[src/rtl/alu_pkg.sv]
`default_nettype none
// +--------------------------------------------------------------------------+
// | Module   : alu_pkg                                                       |
// | Purpose  : Shared ALU op codes, datapath width and the multiply-sequencer|
// |            state encoding. Imported by alu and alu_mul_seq.              |
// | Contents : c_XLEN, c_ALU_* op codes, mul_state_t                         |
// | Revision : 1.0 - initial release                                        |
// +--------------------------------------------------------------------------+
package alu_pkg;

   localparam int unsigned c_XLEN = 32;

   localparam logic [3:0] c_ALU_AND = 4'b0000;
   localparam logic [3:0] c_ALU_OR  = 4'b0001;
   localparam logic [3:0] c_ALU_ADD = 4'b0010;
   localparam logic [3:0] c_ALU_SUB = 4'b0110;

   typedef enum logic [1:0] {
      S_IDLE = 2'd0,
      S_RUN  = 2'd1,
      S_DONE = 2'd2
   } mul_state_t;

endpackage : alu_pkg
`default_nettype wire

[src/rtl/alu_mul_seq.sv]
`default_nettype none
// +--------------------------------------------------------------------------+
// | Module   : alu_mul_seq                                                   |
// | Purpose  : Shift-and-add 32x32 multiplier (low 32 bits of the product)   |
// |            that borrows an external ALU for its additions.               |
// | Ports    : clk, rst_n       clock, async active-low reset                 |
// |            start, op_a/op_b request + operands, sampled only in IDLE     |
// |            busy, done       busy in RUN/DONE, done is a 1-cycle pulse    |
// |            product          result, held until replaced by the next op   |
// |            alu_a1/a2/ctl    operands and op select driven to the ALU     |
// |            alu_out/zero     ALU result and zero flag                     |
// | Revision : 1.0 - initial release                                        |
// +--------------------------------------------------------------------------+
module alu_mul_seq
   import alu_pkg::*;
(
   input  logic              clk,
   input  logic              rst_n,
   input  logic              start,
   input  logic [c_XLEN-1:0] op_a,
   input  logic [c_XLEN-1:0] op_b,
   output logic              busy,
   output logic              done,
   output logic [c_XLEN-1:0] product,
   output logic [c_XLEN-1:0] alu_a1,
   output logic [c_XLEN-1:0] alu_a2,
   output logic [3:0]        alu_ctl,
   input  logic [c_XLEN-1:0] alu_out,
   input  logic              alu_zero
);

   mul_state_t        r_state;
   mul_state_t        w_state_nxt;
   logic [c_XLEN-1:0] r_acc;
   logic [c_XLEN-1:0] r_m;
   logic [c_XLEN-1:0] r_q;
   logic [4:0]        r_cnt;
   logic [c_XLEN-1:0] r_product;
   logic [c_XLEN-1:0] w_q_shr;

   assign w_q_shr = r_q >> 1;
   assign product = r_product;

   // State register
   always_ff @(posedge clk or negedge rst_n) begin
      if (!rst_n) begin
         r_state <= S_IDLE;
      end else begin
         r_state <= w_state_nxt;
      end
   end

   // Next state and outputs. ALU drive depends only on registered state,
   // so there is no combinational loop through the external ALU.
   always_comb begin
      w_state_nxt = r_state;
      busy        = 1'b0;
      done        = 1'b0;
      alu_ctl     = c_ALU_AND;
      alu_a1      = '0;
      alu_a2      = '0;
      case (r_state)
         S_IDLE: begin
            if (start) begin
               w_state_nxt = (op_b == '0) ? S_DONE : S_RUN;
            end
         end
         S_RUN: begin
            busy    = 1'b1;
            alu_ctl = c_ALU_ADD;
            alu_a1  = r_acc;
            alu_a2  = r_q[0] ? r_m : '0;
            // Stop once no multiplier bits remain, or after 32 iterations.
            if ((w_q_shr == '0) || (r_cnt == 5'd31)) begin
               w_state_nxt = S_DONE;
            end
         end
         S_DONE: begin
            busy        = 1'b1;
            done        = 1'b1;
            w_state_nxt = S_IDLE;
         end
         default: begin
            w_state_nxt = S_IDLE;
         end
      endcase
   end

   // Datapath: operand capture, shift-and-add iteration, product load
   always_ff @(posedge clk or negedge rst_n) begin
      if (!rst_n) begin
         r_acc     <= '0;
         r_m       <= '0;
         r_q       <= '0;
         r_cnt     <= '0;
         r_product <= '0;
      end else begin
         case (r_state)
            S_IDLE: begin
               if (start) begin
                  r_m   <= op_a;
                  r_q   <= op_b;
                  r_acc <= '0;
                  r_cnt <= '0;
                  // Zero multiplier goes straight to DONE with acc = 0.
                  if (op_b == '0) begin
                     r_product <= '0;
                  end
               end
            end
            S_RUN: begin
               r_acc <= alu_out;
               r_m   <= r_m << 1;
               r_q   <= w_q_shr;
               r_cnt <= r_cnt + 5'd1;
               // The last accumulation is taken straight from the ALU so
               // product is valid in the same cycle done is raised.
               if (w_state_nxt == S_DONE) begin
                  r_product <= alu_out;
               end
            end
            default: begin
            end
         endcase
      end
   end

   // The ALU zero flag must agree with its result while we are using it.
   a_alu_zero_consistent : assert property (
      @(posedge clk) disable iff (!rst_n)
      (r_state == S_RUN) |-> (alu_zero == (alu_out == '0))
   );

endmodule : alu_mul_seq
`default_nettype wire

[config.mk]
export PLATFORM = sky130hd
export DESIGN_NAME = alu_mul_seq
export DESIGN_NICKNAME = d
export VERILOG_FILES = /design/src/rtl/alu_pkg.sv /design/src/rtl/alu_mul_seq.sv
export SDC_FILE = /design/constraint.sdc
export NUM_CORES = 1
export LEC_CHECK = 0
export ABC_AREA = 1
export BUFFER_PORTS_ARGS = -buffer_cell sky130_fd_sc_hd__buf_2
export CELL_PAD_IN_SITES_DETAIL_PLACEMENT = 0
export CELL_PAD_IN_SITES_GLOBAL_PLACEMENT = 1
export CORE_UTILIZATION = 39
export DETAILED_ROUTE_END_ITERATION = 16
export PLACE_DENSITY_LB_ADDON = 0.1
export SETUP_SLACK_MARGIN = 0.5
export SLEW_MARGIN = 20
export SYNTH_ARGS = -nofsm -noshare
export SYNTH_HDL_FRONTEND = slang
export SYNTH_SLANG_ARGS = --single-unit
[constraint.sdc]
create_clock -name clk -period 2.95 [get_ports clk]
set_input_delay 0.4425 -clock clk [delete_from_list [all_inputs] [get_ports clk]]
set_output_delay 0.4425 -clock clk [all_outputs]
set_load 0.005 [all_outputs]
# Yosys cells after proc, flatten, opt, wreduce, memory -nomap -nowiden
# Cells that the tools add are included.
[totals]
out_inout_bits = 102
regBits = 135
inputBits = 100
elab_cells = 44
[classes]
n_eq_ne = 7
muxes = 22
add_sub_neg = 1
n_reduce_logical = 8
[ops]
columns = ["operator", "count"]
rows = [
  ["$mux 32", 9],
  ["$pmux 32 s2", 4],
  ["$logic_not 32->1", 2],
  ["$pmux 5 s2", 1],
  ["$mux 2", 4],
  ["$ne 2x2->1 const B", 3],
  ["$add 5x1->5 const B", 1],
  ["$eq 5x5->1 const B", 1],
  ["$mux 5", 1],
  ["$eq 2x2->1 const B", 2],
  ["$pmux 2 s2", 1],
  ["$reduce_and 4->1", 1],
  ["$eq 2x1->1 const B", 1],
  ["$logic_not 2->1", 1],
  ["$mux 1", 2],
  ["$reduce_and 2->1", 1],
  ["$reduce_bool 2->1", 1],
  ["$reduce_or 2->1", 1],
  ["$logic_or 1x1->1", 1],
]

# Longest topological paths before layout
[logic_depth]
depth_word = 7
mapped_depth = 15
ltp_nobuf = 14

# Worst setup path before layout
# Ideal clock, no wire load.
[synth_path]
path_kind = "reg2out"
start = "register r_state[1]"
end = "output alu_a2[17]"
required_time_ps = 2508
t_arrival_ps = 1572
n_path_buf = 3
path_slack_ps = 935
stages_incl_launch_ff = 8
cell_sequence = "dfrtp_1 inv_1 ha_1 buf_2 clkbuf_1 clkbuf_1 nand2_1 nor2_1"
[synth_between]
elab_chain_cells = 2
[synth_lines]
columns = ["item", "line", "text"]
rows = [
  ["start, declared", "alu_mul_seq.sv:32", "mul_state_t r_state;"],
  ["start signal, assigned", "alu_mul_seq.sv:49", "r_state <= w_state_nxt;"],
  ["$eq 2x1->1", "alu_mul_seq.sv:62", "case (r_state)"],
  ["$mux 32", "alu_mul_seq.sv:62", ""],
  ["end, declared", "alu_mul_seq.sv:26", "output logic [c_XLEN-1:0] alu_a2,"],
]
# Every way passes these cells.

# Final worst setup path
[layout_path]
start = "register r_state[1]"
end = "output alu_a2[19]"
# The elaborated chain is that of the path after synthesis.

==> results.yml <==
synthesis:
  synthArstFlopShare_pct: 100
  synth_cell_types: 25
  synth_seq_cells: 135
  synth-edff-count: 0
  synth_flop_cell: "dfrtp_1"
  yosysTopAreaCellShare_pct: 50.0
  yosys-top-cells-area: "dfrtp_1, nand2_1, nor2_1"
  ys_seq_area_share_pct: 50.0
  synthCells: 919
  yosys_warnings: 0
  syn_area_um2: 6760
  synth.largest_area_cell: "dfrtp_1"
  synth.avg_cell_area_um2: 7.35
critical_path:
  cp_max_fo: 32
  crit_type: "reg -> out"
  required_ns: 2.51
  crit_arrival_ns: 1.87
  cp-end-kind: "primary output"
  crit_path_start_kind: "flop"
  critPathLaunch: "r_state[1]"
  reg2reg_from: "r_state[0]"
final_layout:
  n_antenna_cell: 0
  fill_cells: 1723
  drive_above_1_share_pct: 23.6
  final_cells: 1328
  layout_commonest_cell: "nand2_1"
  area_growth_pct: 25.7
  nNetsFinal: 1200
  final_cell_mix: "nand2_1, buf_2, nor2_1"
global_route:
  grt_overflow: 0
  grt_max_degree: 81
  antenna_found_initial: 0
  grt_pass1_wl_um: 28800
  first_global_vias: 5864
  track_usage_pct: 20.3
sta:
  holdWs_ns: -0.00433
  clock.fmax_mhz: 433
  slew_headroom_pct: 55.6
  hold_viol: 1
  fin_crit_ns: 2.31
  period_share_pct: 78.3
  worstMarginPinSlew_ns: 0.666
  fin_tns_setup_ns: 0
  rsz0062_at_grt: "yes"
  finalSetupViolations: 0
  maxSlewViolCount: 0
  skew_ns: 0.00677
placement:
  gp_congestion: 0.786
  hpwl_um: 11700
  dp_cells: 1295
  portBuffers: 197
route:
  post-route-drc-count: 0
  drt-wirelength-per-cell_um: 13.1
  vias: 6226
  drt_pass1_iterations: 5
  finalWirelength_um: 17400
  via_per_inst: 4.69
  drtAntennaViolNets: 0
  drtIter0Drc: 287
power_and_ir_drop:
  totalPowerFinal_uw: 9310
  p_per_area_nw_per_um2: 1100
  p_leak_uw: 0.00481
  ir_drop_mv: 0.664
clock_network:
  hold_buffers: 0
  cts_max_path_buffers: 2
  htree_levels: 4
  clock-sinks: 135
  clkTransAtPathRegs_ns: 0.06
  cts_inserted_buffers: 17
  cts-root-buf: "clkbuf_16"
  worstSkewPairLatency_ns: 0.42
  cts_tree: "done"
status:
  violations: "hold timing"
  status: "finished, violations left"
floorplan:
  start_util_pct: 40.3
  die_h_um: 134
  die_x_um: 134
  core_region_area_um2: 16800
  ios: 202
  floorplan.die_area_um2: 17900
  num_rows: 47
flow_run:
  maxCapViolations: 0
hold_path:
  hold_path.class: "in -> async"
logic make-up (layout without fill, tap and decap cells):
| group | count (synthesis) | in the layout | share of synthesized area (%) |
|---|---|---|---|
| AO/OA/AOI/OAI | 112 | 112 | 9.50 |
| adder cells (fa/ha/maj) | 5 | 5 | 0.926 |
| buffers and inverters | 147 | 334 | 9.22 |
| flip-flops | 135 | 135 | 50.0 |
| other | 1 | 3 | 0.0555 |
| AND/OR/NAND/NOR | 519 | 519 | 30.3 |
cells in the mapped netlist, types with 2 or more instances:
library cell / number
buf_6: 5
clkbuf_1: 32
nor2_2: 3
a31oi_1: 53
a21oi_1: 3
nand3_1: 37
nand2_4: 2
nand2_2: 4
ha_1: 5
dfrtp_1: 135
inv_1: 87
nand2_1: 323
nor2_1: 145
buf_4: 4
o21ai_0: 54
inv_2: 4
buf_2: 15
metal layers:
layer	share of wire [%]	global-route usage (%)
met3	4.7	3.77
met5	0	0
met2	46	32.4
met1	48	28.0
met4	1.0	5.93
area by class of cell:
| class | count | area [um^2] | share of cell area [%] |
|---|---|---|---|
| Clock buffer | 18 | 439 | 5.17 |
| Clock inverter | 14 | 150 | 1.77 |
| Inverter | 91 | 342 | 4.02 |
| Multi-Input combinational cell | 639 | 2780 | 32.7 |
| Sequential cell | 135 | 3380 | 39.8 |
| Tap cell | 220 | 275 | 3.24 |
| Timing Repair Buffer | 211 | 1130 | 13.3 |
repair_timing:
action	CTS	global route
gates resized for setup	2	1
setup endpoints to repair	29	18
setup buffers	1	0
sequential cells by signal, summed over array words and instances, names as in the netlist:
| signal | cells |
|---|---|
| r_q | 32 |
| product | 32 |
| r_cnt | 5 |
| r_m | 32 |
| r_state | 2 |
| r_acc | 32 |
path summary, 6_finish.rpt:
check	end	slack, ns	depth (start not counted)
worst max-delay path	alu_a2[19]	0.64	6
worst min-delay path	r_m[7]	-0.004	1
worst max register to register	product[5]	0.74	11
worst min register to register	product[23]	0.46	2
max in group asynchronous	product[14]	2.16	2
min in group clk	r_m[0]	0.24	3
critical path: stages (launching register included):
cell	delay [ns]
dfrtp_1	0.39
inv_1	0.11
ha_4	0.32
buf_8	0.26
nand2_1	0.11
nor2_1	0.11
buf_2	0.13
report_power, final:
group	total, uW	leakage, uW	switching (uW)	internal [uW]
Combinational	4050	0.00288	2600	1450
Sequential	3160	0.00166	467	2690
Clock	2110	0.000271	839	1270
Total	9310	0.00481	3900	5410
stage by stage:
step                      cell area, um^2  util [%]  setup WS, ns  hold slack, ns
final                                8500      50.7         0.640        -0.00433
after floorplan                      6760         -         0.935           0.147
after global routing                 8500      50.7         0.496          0.0523
after CTS                            8490      50.7         0.549          0.0504
after detailed placement             7890      47.0         0.692           0.453
after global placement               7890      47.0         0.690           0.448
(Power assumes the default switching activity.)
